`config.mk`:
```
export PLATFORM = sky130hd
export DESIGN_NAME = pong_ball_flat
export DESIGN_NICKNAME = d
export VERILOG_FILES = /design/src/rtl/pong_ball_if.sv /design/src/rtl/pong_ball.sv /design/src/flat_wrapper.sv
export SDC_FILE = /design/constraint.sdc
export NUM_CORES = 1
export LEC_CHECK = 0
export ABC_AREA = 1
export CORE_MARGIN = 2
export CORE_UTILIZATION = 23
export CTS_CLUSTER_DIAMETER = 100
export DETAILED_ROUTE_END_ITERATION = 7
export GPL_TIMING_DRIVEN = 1
export SETUP_SLACK_MARGIN = 0.2
export SLEW_MARGIN = 5
export SYNTH_ARGS = -nofsm -noshare
export SYNTH_HDL_FRONTEND = slang
export SYNTH_SLANG_ARGS = --single-unit
```
`constraint.sdc`:
```
create_clock -name clk_in -period 3.1 [get_ports clk_in]
set_input_delay 0.93 -clock clk_in [delete_from_list [all_inputs] [get_ports clk_in]]
set_output_delay 0.93 -clock clk_in [all_outputs]
set_load 0.02 [all_outputs]
```
`src/rtl/pong_ball_if.sv`:
```
// Custom-instruction link between the Nios core and the pong ball engine.
// The core issues a one-cycle clk_en strobe with cmd; the engine answers
// with a one-cycle done pulse and, for status reads, a latched result word.
interface pong_ball_if;
  logic        clk_en;
  logic        cmd;
  logic [31:0] result;
  logic        done;

  modport master (output clk_en, output cmd, input result, input done);
  modport slave  (input clk_en, input cmd, output result, output done);
endinterface

```
`src/rtl/pong_ball.sv`:
```
// Pong ball engine: moves an 8x8 ball on a timed step, bounces it off the
// walls and both paddles, keeps the score, draws the ball into the pixel
// stream and answers serve / status custom-instruction commands.
module pong_ball #(
  parameter logic [9:0]  X_INIT     = 10'd316,
  parameter logic [8:0]  Y_INIT     = 9'd236,
  parameter logic [10:0] SPEED      = 11'd2,
  parameter logic [19:0] STEP_TICKS = 20'd833333,
  parameter logic [10:0] X_BAR_L    = 11'd10,
  parameter logic [10:0] X_BAR_R    = 11'd620,
  parameter logic [10:0] BAR_H      = 11'd90,
  parameter logic [10:0] Y_TOP      = 11'd6,
  parameter logic [10:0] Y_BOT      = 11'd472
) (
  input  logic       clk_in,
  input  logic       i_rst,
  pong_ball_if.slave ci,
  input  logic       enablePong,
  input  logic       o_active,
  input  logic [9:0] o_x,
  input  logic [8:0] o_y,
  input  logic [8:0] yBarLeft,
  input  logic [8:0] yBarRight,
  output logic [9:0] ball_x,
  output logic [8:0] ball_y,
  output logic       color
);

  typedef enum logic [1:0] {
    ST_IDLE   = 2'd0,
    ST_RUN    = 2'd1,
    ST_SCORED = 2'd2
  } state_t;

  // Geometry in signed 11-bit so that a step past x=0 shows up as negative.
  localparam logic signed [10:0] SPD_S    = $signed(SPEED);
  localparam logic signed [10:0] L_FACE_X = $signed(X_BAR_L + 11'd10);  // paddle right edge
  localparam logic signed [10:0] L_HIT_X  = $signed(X_BAR_L + 11'd11);  // ball parks just right of it
  localparam logic signed [10:0] R_FACE_X = $signed(X_BAR_R);
  localparam logic signed [10:0] R_LIMIT  = $signed(X_BAR_R - 11'd1);
  localparam logic signed [10:0] R_HIT_X  = $signed(X_BAR_R - 11'd8);   // ball right edge touches paddle
  localparam logic signed [10:0] SCR_MAX  = 11'sd639;
  localparam logic signed [10:0] BAR_H_S  = $signed(BAR_H);
  localparam logic signed [10:0] Y_TOP_S  = $signed(Y_TOP);
  localparam logic signed [10:0] Y_BOT_S  = $signed(Y_BOT);
  localparam logic [10:0]        Y_BOT_M7 = Y_BOT - 11'd7;

  state_t             state_r, state_s;
  logic [9:0]         x_r, x_s;
  logic [8:0]         y_r, y_s;
  logic               dx_neg_r, dx_neg_s, dy_neg_r, dy_neg_s;
  logic [3:0]         score_l_r, score_l_s, score_r_r, score_r_s;
  logic               scored_r, scored_s;
  logic [19:0]        tick_r, tick_s;
  logic               pend_r, pend_s;
  logic [31:0]        result_r;
  logic               done_r, color_r;

  logic signed [10:0] x_cur_s, y_cur_s, dx_s, dy_s, nx_s, ny_s, yl_s, yr_s;
  logic               hit_l_s, hit_r_s, miss_l_s, miss_r_s, wall_t_s, wall_b_s;
  logic               step_go_s, read_s, pix_s;

  // Candidate next position and every collision/miss condition for it.
  always_comb begin
    x_cur_s   = $signed({1'b0, x_r});
    y_cur_s   = $signed({2'b00, y_r});
    yl_s      = $signed({2'b00, yBarLeft});
    yr_s      = $signed({2'b00, yBarRight});
    dx_s      = dx_neg_r ? -SPD_S : SPD_S;
    dy_s      = dy_neg_r ? -SPD_S : SPD_S;
    nx_s      = x_cur_s + dx_s;
    ny_s      = y_cur_s + dy_s;
    hit_l_s   = dx_neg_r && (x_cur_s >= L_HIT_X) && (nx_s <= L_FACE_X)
                && (ny_s + 11'sd7 >= yl_s) && (ny_s <= yl_s + BAR_H_S);
    hit_r_s   = !dx_neg_r && (x_cur_s + 11'sd7 <= R_LIMIT) && (nx_s + 11'sd7 >= R_FACE_X)
                && (ny_s + 11'sd7 >= yr_s) && (ny_s <= yr_s + BAR_H_S);
    miss_l_s  = dx_neg_r && (nx_s < 11'sd0);
    miss_r_s  = !dx_neg_r && (nx_s + 11'sd7 > SCR_MAX);
    wall_t_s  = (ny_s <= Y_TOP_S);
    wall_b_s  = (ny_s + 11'sd7 >= Y_BOT_S);
    step_go_s = pend_r && !o_active;
    read_s    = ci.clk_en && ci.cmd;
    pix_s     = o_active && enablePong
                && ({1'b0, o_x} >= {1'b0, x_r}) && ({1'b0, o_x} <= ({1'b0, x_r} + 11'd7))
                && ({1'b0, o_y} >= {1'b0, y_r}) && ({1'b0, o_y} <= ({1'b0, y_r} + 10'd7));
  end

  // Next-state and datapath update; everything holds while the game is disabled.
  always_comb begin
    state_s   = state_r;
    x_s       = x_r;
    y_s       = y_r;
    dx_neg_s  = dx_neg_r;
    dy_neg_s  = dy_neg_r;
    score_l_s = score_l_r;
    score_r_s = score_r_r;
    tick_s    = tick_r;
    pend_s    = pend_r;
    if (read_s) begin
      scored_s = 1'b0;
    end else begin
      scored_s = scored_r;
    end
    case (state_r)
      ST_IDLE: begin
        if (enablePong && ci.clk_en && !ci.cmd) begin
          state_s = ST_RUN;
        end else begin
          state_s = ST_IDLE;
        end
      end
      ST_RUN: begin
        if (enablePong) begin
          // Apply a due step only during blanking so the ball never tears mid-line.
          if (step_go_s) begin
            pend_s = 1'b0;
            if (miss_l_s || miss_r_s) begin
              state_s = ST_SCORED;
            end else begin
              if (hit_l_s) begin
                x_s      = L_HIT_X[9:0];
                dx_neg_s = 1'b0;
              end else if (hit_r_s) begin
                x_s      = R_HIT_X[9:0];
                dx_neg_s = 1'b1;
              end else begin
                x_s      = nx_s[9:0];
                dx_neg_s = dx_neg_r;
              end
              if (wall_t_s) begin
                y_s      = Y_TOP[8:0];
                dy_neg_s = 1'b0;
              end else if (wall_b_s) begin
                y_s      = Y_BOT_M7[8:0];
                dy_neg_s = 1'b1;
              end else begin
                y_s      = ny_s[8:0];
                dy_neg_s = dy_neg_r;
              end
            end
          end else begin
            pend_s = pend_r;
          end
          // A wrap requests the next step; it wins over a same-cycle clear.
          if (tick_r == STEP_TICKS - 20'd1) begin
            tick_s = 20'd0;
            pend_s = 1'b1;
          end else begin
            tick_s = tick_r + 20'd1;
          end
        end else begin
          state_s = ST_RUN;
        end
      end
      ST_SCORED: begin
        if (enablePong) begin
          // Ball was moving left on a miss -> right player scored, serve goes right.
          if (dx_neg_r) begin
            score_r_s = score_r_r + 4'd1;
            dx_neg_s  = 1'b0;
          end else begin
            score_l_s = score_l_r + 4'd1;
            dx_neg_s  = 1'b1;
          end
          scored_s = 1'b1;
          x_s      = X_INIT;
          y_s      = Y_INIT;
          tick_s   = 20'd0;
          pend_s   = 1'b0;
          state_s  = ST_IDLE;
        end else begin
          state_s = ST_SCORED;
        end
      end
      default: begin
        state_s = ST_IDLE;
      end
    endcase
  end

  // FSM state register.
  always_ff @(posedge clk_in or posedge i_rst) begin
    if (i_rst) begin
      state_r <= ST_IDLE;
    end else begin
      state_r <= state_s;
    end
  end

  // Ball position, direction, scores and step timer.
  always_ff @(posedge clk_in or posedge i_rst) begin
    if (i_rst) begin
      x_r       <= X_INIT;
      y_r       <= Y_INIT;
      dx_neg_r  <= 1'b1;
      dy_neg_r  <= 1'b0;
      score_l_r <= 4'd0;
      score_r_r <= 4'd0;
      scored_r  <= 1'b0;
      tick_r    <= 20'd0;
      pend_r    <= 1'b0;
    end else begin
      x_r       <= x_s;
      y_r       <= y_s;
      dx_neg_r  <= dx_neg_s;
      dy_neg_r  <= dy_neg_s;
      score_l_r <= score_l_s;
      score_r_r <= score_r_s;
      scored_r  <= scored_s;
      tick_r    <= tick_s;
      pend_r    <= pend_s;
    end
  end

  // Command response (snapshot of pre-update state) and registered ball pixel.
  always_ff @(posedge clk_in or posedge i_rst) begin
    if (i_rst) begin
      result_r <= 32'd0;
      done_r   <= 1'b0;
      color_r  <= 1'b0;
    end else begin
      done_r  <= ci.clk_en;
      color_r <= pix_s;
      if (read_s) begin
        result_r <= {2'b00, scored_r, score_r_r, score_l_r, state_r, y_r, x_r};
      end else begin
        result_r <= result_r;
      end
    end
  end

  assign ci.result = result_r;
  assign ci.done   = done_r;
  assign ball_x    = x_r;
  assign ball_y    = y_r;
  assign color     = color_r;

endmodule

```
`src/flat_wrapper.sv`:
```
// flat-port wrapper written by rule: the top's interface ports become plain ports
module pong_ball_flat 
#(
  parameter logic [9:0]  X_INIT     = 10'd316,
  parameter logic [8:0]  Y_INIT     = 9'd236,
  parameter logic [10:0] SPEED      = 11'd2,
  parameter logic [19:0] STEP_TICKS = 20'd833333,
  parameter logic [10:0] X_BAR_L    = 11'd10,
  parameter logic [10:0] X_BAR_R    = 11'd620,
  parameter logic [10:0] BAR_H      = 11'd90,
  parameter logic [10:0] Y_TOP      = 11'd6,
  parameter logic [10:0] Y_BOT      = 11'd472
)
  (clk_in, i_rst, enablePong, o_active, o_x, o_y, yBarLeft, yBarRight, ball_x, ball_y, color, ci_clk_en, ci_cmd, ci_result, ci_done);
  pong_ball_if ci_i ();
  input  logic clk_in;
  input  logic i_rst;
  input  logic enablePong;
  input  logic o_active;
  input  logic [9:0] o_x;
  input  logic [8:0] o_y;
  input  logic [8:0] yBarLeft;
  input  logic [8:0] yBarRight;
  output logic [9:0] ball_x;
  output logic [8:0] ball_y;
  output logic color;
  input wire logic [$bits(ci_i.clk_en)-1:0] ci_clk_en;
  input wire logic [$bits(ci_i.cmd)-1:0] ci_cmd;
  output wire logic [$bits(ci_i.result)-1:0] ci_result;
  output wire logic [$bits(ci_i.done)-1:0] ci_done;
  assign ci_i.clk_en = ci_clk_en;
  assign ci_i.cmd = ci_cmd;
  assign ci_result = ci_i.result;
  assign ci_done = ci_i.done;
  pong_ball #(.X_INIT(X_INIT), .Y_INIT(Y_INIT), .SPEED(SPEED), .STEP_TICKS(STEP_TICKS), .X_BAR_L(X_BAR_L), .X_BAR_R(X_BAR_R), .BAR_H(BAR_H), .Y_TOP(Y_TOP), .Y_BOT(Y_BOT)) u_core (.clk_in(clk_in), .i_rst(i_rst), .ci(ci_i), .enablePong(enablePong), .o_active(o_active), .o_x(o_x), .o_y(o_y), .yBarLeft(yBarLeft), .yBarRight(yBarRight), .ball_x(ball_x), .ball_y(ball_y), .color(color));
endmodule
```
==> results of run 1 <==
-- sequential cells by signal, indices dropped and copies added (netlist names) --
register          flops
u_core.ball_x        10
u_core.ball_y         9
u_core.ci.done        1
u_core.ci.result     30
u_core.color          1
u_core.dx_neg_r       1
u_core.dy_neg_r       1
u_core.pend_r         1
u_core.score_l_r      4
u_core.score_r_r      4
u_core.scored_r       1
u_core.state_r        2
u_core.tick_r        20
-- Yosys cell counts (3+ instances only) --
cell,instances
nand2_2,16
o211ai_1,3
nand3_2,6
o2111ai_1,3
nand3b_1,3
o21ai_2,6
dfrtp_1,74
nand3_1,80
dfstp_2,11
nor3_1,17
a31oi_1,4
nand2_1,314
nand4_1,26
ha_1,114
mux2_2,3
xnor2_1,6
clkbuf_1,10
xor2_1,31
o21ai_0,56
nor2_1,75
inv_2,5
inv_1,166
nor4_1,5
nor2_2,3
a211oi_1,4
a21oi_1,56
o21ai_1,4
buf_6,3
-- critical path: stages, from the launching register on --
cell and delay, ns:
dfrtp_2 0.47, buf_12 0.16, ha_4 0.29, buf_6 0.13, nand3_2 0.09, nand2_4 0.09
xor2_2 0.19, inv_2 0.08, buf_6 0.13, ha_4 0.23, nand2_2 0.07, nor2_1 0.05
nor2_1 0.18, nand3_2 0.11, nand2_1 0.06, nand2_1 0.04, a21oi_1 0.12, nor2_1 0.06
nand2_1 0.10, nand2_2 0.07, nor2_4 0.10, buf_4 0.13, a21oi_1 0.07, nand2_2 0.08
nand3_1 0.07, nand2_1 0.07, nand2_1 0.05
-- per-stage QoR --
stage,util,hold slack [ns]
after floorplan,-,0.438
after global placement,0.311,0.456
after detailed placement,0.311,0.468
after CTS,0.328,0.479
after global routing,0.349,0.488
final,0.349,0.475
-- how the worst min path moves through the flow --
| stage | slack [ns] | cells past startpoint | end | startpoint |
|---|---|---|---|---|
| 2_1_floorplan | 0.44 | 1 | u_core.score_r_r[3] | u_core.score_r_r[3] |
| 3_3_place_gp | 0.46 | 2 | u_core.scored_r | u_core.scored_r |
| 3_5_place_dp | 0.47 | 1 | u_core.score_r_r[3] | u_core.score_r_r[3] |
| 4_1_cts | 0.48 | 1 | u_core.tick_r[19] | u_core.tick_r[18] |
| 5_1_grt | 0.49 | 1 | u_core.score_r_r[3] | u_core.score_r_r[3] |
| 6_report | 0.47 | 1 | u_core.score_r_r[3] | u_core.score_r_r[3] |
-- final cells by class --
type,instances,area (um2),area share
Tap cell,455,569,0.0472
Sequential cell,85,2140,0.178
Antenna cell,1,2.50,0.000208
Multi-Input combinational cell,870,5960,0.494
Clock buffer,9,225,0.0187
Timing Repair Buffer,276,2430,0.201
Clock inverter,7,75.1,0.00623
Inverter,171,656,0.0544
-- metal layers --
| layer | up-vias | share of wire | global-route usage |
|---|---|---|---|
| met2 | 162 | 0.47 | 0.235 |
| met5 | - | 0.00051 | 0 |
| met3 | 31 | 0.058 | 0.0338 |
| met4 | 2 | 0.018 | 0.0331 |
| li1 | 4262 | - | - |
| met1 | 3886 | 0.45 | 0.172 |
-- report_power, final --
group,switching (W),internal (W)
Sequential,0.000334,0.00155
Combinational,0.00594,0.00479
Clock,0.000560,0.000573
-- cells by family after synthesis --
| kind of cell | after synthesis |
|---|---|
| simple gates | 555 |
| flops | 85 |
| xor+xnor | 40 |
| mux | 3 |
| buf+inv | 186 |
| compound gates | 153 |
| fa+ha+maj | 116 |
| other cells | 1 |
-- timing repair --
item / CTS / global route
setup endpoints to repair: 23 / 27
gates cloned: 1 / 1
pin swaps: 18 / 28
buffers inserted: 12 / 18
gates resized for setup: 57 / 112
==> metrics.yaml, run 1 <==
cts:
  clock-sinks: 85
  hold_buffers: 0
  clock_latency_ns: 0.35
  cts_tree: "yes"
  cts_buffers: 9
  cts_root_buffer: "clkbuf_16"
  h-tree-depth: 3
  clk_pin_slew_worst_paths_ns: 0.08
  cts_buffer_depth: 2
run_status:
  status: "finished, violations left"
  violations: "negative setup slack"
place:
  place_area_um2: 10700
  pre_cts_ws_ns: -0.991
  portBuffers: 93
  gp_routability_congestion: 0.872
  placed_cells: 1825
  hpwl_mm: 19.8
cells_and_area:
  final_cell_area_um2: 12100
  syn_to_final_growth_pct: 49.4
  fin_nets: 1572
  final_cell_mix: "nand2_1 (280), buf_4 (166), inv_1 (150), ha_1 (92), clkdlybuf4s50_1 (88)"
  fill_cells: 3628
  final_cells: 1874
  final_common_cell: "nand2_1"
  drive_gt1_frac: 0.282
route:
  num_vias: 8343
  first_iter_violations: 370
  drt_first_pass_iters: 5
  ant_nets: 0
  remaining_drc_errors: 0
  wl_per_cell_um: 13.5
  vias_per_cell: 4.45
  wl_mm: 25.3
synth:
  async_reset_ff_frac: 1.00
  synth-xor-area-share: 0.0490
  synth-seq-area-share: 0.265
  syn_area_um2: 8070
  syn_inst: 1139
  synthMuxAreaShare: 0.00419
  synth-compound-area-share: 0.109
  synth_ff_type: "dfrtp_1"
  synth_edf_count: 0
  synthTopCellsByArea: "dfrtp_1 (23%), ha_1 (18%), nand2_1 (15%)"
  synthAdderAreaFrac: 0.182
  synth_top_area_share: 0.229
  ys_ff_latch: 85
  synth-simple-area-share: 0.301
  synth_top_area_cell: "dfrtp_1"
  synth_top_family_by_area: "simple AND/OR/NAND/NOR gates"
  synth.distinct_cells: 53
  yosys_warnings: 0
  syn-mean-instance-area_um2: 7.09
timing:
  hold_viol_final: 0
  fin_setup_tns_ns: -2.47
  layout_setup_ws_ns: -0.269
  max_freq_mhz: 297
  final.period_utilization: 1.09
  fin_crit_ns: 3.37
  clock_skew_ns: 0.00657
  slew_violations: 0
  rsz0062_at_grt: "true"
  setup_viol: 12
global_route:
  grt_pass1_wl_mm: 40.1
  antenna_found_initial: 4
  grt_remaining_overflow: 0
  grt_pass1_vias: 8136
  grt_usage: 0.137
  grt_max_degree: 86
worst_setup_path:
  arrival_ns: 3.66
  r2r_setup_slack_ns: -0.27
  crit_start: "u_core.dy_neg_r"
  crit_end: "u_core.dx_neg_r"
  cp-end-kind: "register"
  reg2reg_depth: 26
  critPathKind: "register to register"
  r2r_start: "u_core.dy_neg_r"
  start_kind: "register"
  crit_fanout: 5
  r2r_end: "u_core.dx_neg_r"
  crit_required_ns: 3.39
die:
  die_area_um2: 36600
  core.rowCount: 68
  io_pins: 96
  core_area_um2: 34500
  die_h_um: 191
  start_util: 0.234
  fp.dieW_um: 191
pwr:
  p_per_area_nw_per_um2: 1140
  vdd_drop_max_v: 0.000525
  power_w: 0.0137
  leakagePower_nw: 5.93
run:
  maxCapViolations: 0
worst_hold_path:
  hold_class: "register to register"
No activity file was read; power rests on OpenSTA's default activity.
==> inputs of run 2 (changes only) <==
- ABC_AREA: 1 -> not set
- TNS_END_PERCENT: not set -> 1
==> run 2 against run 1 <==
The flow still finishes with violations (negative setup slack). Highest routed layer is now met4. Worst setup slack worse by 0.46 ns. Largest cell class unchanged. Via count down 9.7%. Cell count down 13%. Die area down 5.1%. Maximum frequency down 12%. Final area down 6.6%. Largest power group unchanged. Hold slack worse by 0.0049 ns.
==> metrics.yaml, run 2 <==
global_route:
  grt_usage: 0.137  # -0.000247
  grt_max_degree: 33  # -62%
  grt_remaining_overflow: 0  # unchanged
  grt_pass1_wl_mm: 39.1  # -2.6%
  grt_pass1_vias: 7678  # -5.6%
  antenna_found_initial: 0  # -4
cts:
  h-tree-depth: 3  # unchanged
  cts_root_buffer: "clkbuf_16"
  clock-sinks: 85  # unchanged
  cts_buffers: 9  # unchanged
  hold_buffers: 0  # unchanged
  cts_tree: "yes"
  clock_latency_ns: 0.34  # about the same
  cts_buffer_depth: 2  # unchanged
  clk_pin_slew_worst_paths_ns: 0.07  # about the same
worst_setup_path:
  r2r_start: "u_core.dy_neg_r"
  crit_cells: 16  # -38%
  r2r_setup_slack_ns: -0.73  # -0.46 ns
  cpPeakStageDelay_ns: 0.49  # +0.02 ns
  crit_family: "simple AND/OR/NAND/NOR gates"
  crit_end: "u_core.ball_x[8]"
  reg2reg_depth: 16  # -38%
  crit_required_ns: 3.37  # -0.02 ns
  critPathKind: "register to register"
  cp_common_cell: "buf_4"
  start_kind: "register"
  crit_start: "u_core.dy_neg_r"
  slowest_stage: "dfrtp_2"
  cp-end-kind: "register"
  arrival_ns: 4.10  # +0.44 ns
  crit_fanout: 7  # +2
  r2r_end: "u_core.ball_x[8]"
  cp_cell_sequence: "buf_4 -> ha_4 -> a211oi_4 -> buf_4 -> or4_4 -> nand3_4 -> nand4_1 -> xnor2_2 -> ha_1 -> a211oi_2 -> a21oi_1 -> or2_4 -> o221a_4 -> o2111a_2 -> or3b_4 -> a22oi_2"
  critPathBufInv: 2  # -3
timing:
  layout_setup_ws_ns: -0.734  # -0.465 ns
  hold_viol_final: 0  # unchanged
  max_freq_mhz: 261  # -12%
  rsz0062_at_grt: "true"
  relSlewSlack: 0.591
  worst_slew_pin_slew_ns: 0.611
  final.period_utilization: 1.24  # +0.150
  slew_violations: 0  # unchanged
  hold_ws_ns: 0.470  # -0.00494 ns
  fin_crit_ns: 3.83  # +0.465 ns
  clock_skew_ns: 0.00850  # +0.00193 ns
  setup_viol: 23  # +11
run:
  maxCapViolations: 0  # unchanged
worst_hold_path:
  hold_class: "register to register"
synth:
  yosys_warnings: 0  # unchanged
  syn-mean-instance-area_um2: 8.57  # +21%
  synth_top_area_share: 0.242  # +0.0126
  synth-seq-area-share: 0.280  # +0.0145
  synth_most_common_cell: "ha_1"
  synth_edf_count: 0  # unchanged
  ys_ff_latch: 85  # unchanged
  synth.top_cells.by_count: "ha_1 (113), nand2_1 (77), nor2_1 (76)"
  synthTopCellsByArea: "dfrtp_1 (24%), ha_1 (18%), xnor2_1 (5.6%)"
  syn_area_um2: 7650  # -5.2%
  synth_ff_type: "dfrtp_1"
  async_reset_ff_frac: 1.00  # unchanged
  syn_inst: 893  # -22%
  synth_top_area_cell: "dfrtp_1"
  synth.distinct_cells: 80  # +51%
cells_and_area:
  largest_reg_flops: 30  # unchanged
  fin_nets: 1339  # -15%
  syn_to_final_growth_pct: 47.1
  final_common_cell: "buf_4"
  postLayoutCoreUtil: 0.345  # -0.00392
  multi_input_area_um2: 5470  # -8.3%
  regArea_um2: 2140  # about the same
  drive_gt1_frac: 0.261  # -0.0215
  fill_cells: 3368  # -7.2%
  final_cell_area_um2: 11300  # -6.6%
  antenna_cells: 0  # -1
  final_cell_mix: "buf_4 (198), ha_1 (106), clkdlybuf4s50_1 (93), nand2_1 (76), nor2_1 (73)"
die:
  core_area_um2: 32600  # -5.6%
  die_area_um2: 34700  # -5.1%
  start_util: 0.235  # +0.000935
  fp.dieW_um: 186  # -2.6%
  io_pins: 96  # unchanged
  die_h_um: 186  # -2.6%
  core.rowCount: 66  # -2.9%
pwr:
  power_w: 0.0103  # -25%
  leakagePower_nw: 5.19  # -12%
  vdd_drop_max_v: 0.000390  # -26%
  p_per_area_nw_per_um2: 911  # -20%
run_status:
  status: "finished, violations left"
  violations: "negative setup slack"
route:
  ant_nets: 0  # unchanged
  first_iter_violations: 419  # +13%
  wl_per_cell_um: 14.6  # +8.1%
  vias_per_cell: 4.63  # +4.0%
  drt_first_pass_iters: 5  # unchanged
  wl_mm: 23.8  # -6.1%
  num_vias: 7537  # -9.7%
  remaining_drc_errors: 0  # unchanged
place:
  pre_cts_ws_ns: -1.14  # -0.150 ns
  gp_routability_congestion: 0.886  # +1.6%
  place_area_um2: 10500  # -2.1%
  hpwl_mm: 19.3  # -2.6%
  portBuffers: 93  # unchanged
## run 2: logic make-up (layout without fill, tap and decap cells)
family / after synthesis / after routing / share of synthesized area
flops: 85 / 85 / 0.280
compound gates: 234 / 234 / 0.201
mux: 16 / 16 / 0.0227
simple gates: 286 / 286 / 0.185
fa+ha+maj: 115 / 115 / 0.190
xor+xnor: 66 / 66 / 0.0755
other cells: 1 / 2 / 0.000490
buf+inv: 90 / 382 / 0.0458
## run 2: worst min-delay path by stage
stage,start,to,cells after the start
global placement,u_core.score_r_r[3],u_core.score_r_r[3],1
CTS,u_core.score_l_r[3],u_core.score_l_r[3],1
floorplan,u_core.score_r_r[3],u_core.score_r_r[3],1
finish,u_core.score_r_r[3],u_core.score_r_r[3],1
detailed placement,u_core.score_l_r[3],u_core.score_l_r[3],1
global route,u_core.score_r_r[3],u_core.score_r_r[3],1
## run 2: metrics by stage
step / std cells / setup TNS [ns]
6_report: 1628 / -13.47
3_5_place_dp: 1589 / -18.29
2_1_floorplan: 894 / -10.68
3_3_place_gp: 1589 / -17.22
4_1_cts: 1623 / -13.36
5_1_grt: 1628 / -17.71
## run 2: layout make-up
| cell class | instances | area share |
|---|---|---|
| clock buffers | 11 | 0.0225 |
| clock inverters | 5 | 0.00567 |
| inverters | 68 | 0.0228 |
| multi-input cells | 719 | 0.485 |
| flip-flops and latches | 85 | 0.190 |
| well taps | 442 | 0.0491 |
| repair buffers | 298 | 0.224 |
## run 2: worst register-to-register path, delay by kind of cell (launching register included)
| kind | cells | cell delay (ns) |
|---|---|---|
| AO/OA/AOI/OAI | 6 | 0.88 |
| XOR/XNOR | 1 | 0.19 |
| adder cells (fa/ha/maj) | 2 | 0.48 |
| buffers and inverters | 2 | 0.31 |
| flip-flops | 1 | 0.49 |
| AND/OR/NAND/NOR | 5 | 1.41 |
## run 2: metal layers
metal,GRT usage,up-vias,wire length (um)
met5,0,-,0
met4,0.0372,0,439
met3,0.0167,26,987
met2,0.232,161,11100
met1,0.184,3566,11300
li1,-,3784,-
## run 2: timing repair
item | 4_1_cts | 5_1_grt
setup buffers | 18 | 5
setup endpoints to repair | 24 | 24
resized for setup | 37 | 25
pin swaps | 29 | 34
## run 2: power breakdown
group	switching [W]	total, W	leakage (nW)	internal [W]
Combinational	0.00384	0.00761	3.94	0.00377
Sequential	0.000166	0.00152	1.10	0.00135
Clock	0.000456	0.00113	0.153	0.000677
==> inputs of run 3 (changes only) <==
- CAP_MARGIN: not set -> 20
- SKIP_LAST_GASP: not set -> 1
==> run 3 against run 2 <==
The run still ends with negative setup slack left. Clock power about the same. Count of clock-buffer cells in the layout unchanged. First-iteration DRC count down 13%. Hold slack unchanged. Largest cell class unchanged.
==> metrics.yaml, run 3 (synthesis gave the netlist of run 2 again) <==
timing:
  slew_violations: 0  # unchanged
  worst_slew_pin_slew_ns: 0.611  # +0.000844 ns
  fin_crit_ns: 3.85  # +0.0165 ns
  hold_viol_final: 0  # unchanged
  relSlewSlack: 0.591  # about the same
  rsz0062_at_grt: "true"
  clock_skew_ns: 0.00793  # -0.000569 ns
  max_freq_mhz: 260  # -0.43%
  hold_ws_ns: 0.470  # unchanged
  final.period_utilization: 1.24  # +0.00532
  fin_setup_tns_ns: -13.84  # -0.370 ns
  setup_viol: 24  # +4.3%
  layout_setup_ws_ns: -0.751  # -0.0165 ns
place:
  hpwl_mm: 19.3  # unchanged
  portBuffers: 93  # unchanged
  gp_routability_congestion: 0.886  # unchanged
  place_area_um2: 10500  # unchanged
worst_setup_path:
  crit_family: "simple AND/OR/NAND/NOR gates"
  cp_cell_sequence: "buf_4 -> ha_4 -> a211oi_4 -> buf_4 -> or4_4 -> nand3_4 -> nand4_1 -> xnor2_2 -> buf_4 -> buf_4 -> ha_1 -> o21ai_2 -> a21oi_2 -> o311ai_4 -> or3b_4 -> a22oi_2"
  crit_required_ns: 3.37  # about the same
  slowest_stage: "dfrtp_2"
  start_kind: "register"
  cpPeakStageDelay_ns: 0.49  # about the same
  cp-end-kind: "register"
  critPathKind: "register to register"
  crit_fanout: 7  # unchanged
  r2r_setup_slack_ns: -0.75  # -0.02 ns
  r2r_start: "u_core.dy_neg_r"
  arrival_ns: 4.12  # +0.02 ns
  reg2reg_depth: 16  # unchanged
  r2r_end: "u_core.ball_x[8]"
  cp_common_cell: "buf_4"
  critPathBufInv: 4  # +2
global_route:
  grt_pass1_vias: 7672  # -0.078%
  grt_max_degree: 33  # unchanged
  grt_remaining_overflow: 0  # unchanged
  antenna_found_initial: 0  # unchanged
  grt_usage: 0.137  # about the same
  grt_pass1_wl_mm: 39.1  # about the same
pwr:
  combPwrFrac: 0.740  # -0.002
  leakagePower_nw: 5.17  # -0.25%
  p_per_area_nw_per_um2: 908  # -0.32%
  p_int_w: 0.00578  # -0.43%
  p_switching_w: 0.00441  # -1.0%
  seq_power_share: 0.149  # about the same
  clkPwrFrac: 0.111  # about the same
  switching_share: 0.433  # -0.00145
  vdd_drop_max_v: 0.000380  # -2.4%
run_status:
  violations: "negative setup slack"
  status: "finished, violations left"
cells_and_area:
  multi_input_area_um2: 5430  # -0.69%
  drive_gt1_frac: 0.255  # -0.00506
  largest_reg_flops: 30  # unchanged
  final_cell_mix: "buf_4 (199), ha_1 (106), clkdlybuf4s50_1 (93), nand2_1 (76), nor2_1 (74)"
  regArea_um2: 2140  # unchanged
  antenna_cells: 0  # unchanged
  final_common_cell: "buf_4"
  fill_cells: 3372  # +0.12%
  final_cell_area_um2: 11200  # -0.37%
  fin_nets: 1339  # unchanged
  postLayoutCoreUtil: 0.344  # -0.00127
  syn_to_final_growth_pct: 46.6
cts:
  cts_buffer_depth: 2  # unchanged
  clk_pin_slew_worst_paths_ns: 0.07  # about the same
  cts_buffers: 9  # unchanged
  hold_buffers: 0  # unchanged
  cts_root_buffer: "clkbuf_16"
  clock_latency_ns: 0.34  # about the same
  h-tree-depth: 3  # unchanged
  clock-sinks: 85  # unchanged
  cts_tree: "yes"
route:
  ant_nets: 0  # unchanged
  remaining_drc_errors: 0  # unchanged
  vias_per_cell: 4.61  # -0.33%
  wl_per_cell_um: 14.5  # -0.41%
  num_vias: 7512  # -0.33%
  wl_mm: 23.7  # -0.41%
  first_iter_violations: 363  # -13%
  drt_first_pass_iters: 4  # -1
die:
  core.rowCount: 66  # unchanged
  die_area_um2: 34700  # unchanged
  start_util: 0.235  # unchanged
  io_pins: 96  # unchanged
  die_h_um: 186  # unchanged
  fp.dieW_um: 186  # unchanged
  core_area_um2: 32600  # unchanged
worst_hold_path:
  hold_class: "register to register"
  min_to: "u_core.score_r_r[3]"
  hold_start: "u_core.score_r_r[3]"
  min_path_cells: 1  # unchanged
run:
  maxCapViolations: 0  # unchanged
==> run 3: cell counts in the layout (fill, tap and decap cells not counted) <==
No cell type changed its count.
==> run 3: how the worst max path moves through the flow <==
stage	from	end	slack (ns)	cells past startpoint
after floorplan	u_core.ball_y[2]	u_core.ball_x[8]	-0.73	15
after global placement	yBarLeft[1]	u_core.ball_x[7]	-1.08	15
after detailed placement	yBarLeft[1]	u_core.ball_x[7]	-1.14	15
after CTS	u_core.ball_y[2]	u_core.ball_x[7]	-0.72	18
after global routing	u_core.dy_neg_r	u_core.ball_x[8]	-0.91	17
final	u_core.dy_neg_r	u_core.ball_x[8]	-0.75	16
==> run 3: layout make-up <==
| cell class | instances | share of cell area |
|---|---|---|
| multi-input combinational | 719 | 0.484 |
| timing repair buffer | 298 | 0.225 |
| sequential | 85 | 0.191 |
| tap | 442 | 0.0493 |
| inverter | 68 | 0.0229 |
| clock buffer | 11 | 0.0225 |
| clock inverter | 5 | 0.00569 |
==> run 3: stage by stage <==
stage / power (W) / worst slack (ns) / instances
floorplan: 0.00545 / -0.731 / 894
global placement: 0.00830 / -1.08 / 1589
detailed placement: 0.00844 / -1.14 / 1589
CTS: 0.0101 / -0.722 / 1623
global route: 0.0111 / -0.911 / 1628
finish: 0.0102 / -0.751 / 1628
==> run 3: per-layer routing <==
layer  vias to the layer above  global-route usage  wire [um]
li1                       3784                   -          -
met4                         0              0.0372        482
met2                       152               0.232      11000
met5                         -                   0          0
met3                        29              0.0169        893
met1                      3547               0.183      11300
==> run 3: power by group through the flow <==
stage          Clock, W  Sequential [W]  Combinational [W]
6_report        0.00113         0.00151            0.00754
5_1_grt         0.00121         0.00154            0.00833
4_1_cts         0.00116         0.00151            0.00740
3_5_place_dp          0         0.00152            0.00692
3_3_place_gp          0         0.00152            0.00678
2_1_floorplan         0         0.00178            0.00367
==> run 3: what timing repair did <==
item | in CTS | in global routing
pin swaps | 26 | 28
buffers inserted | 18 | 5
resized for setup | 29 | 18
setup endpoints to repair | 24 | 24
hold endpoints to repair | 0 | 0
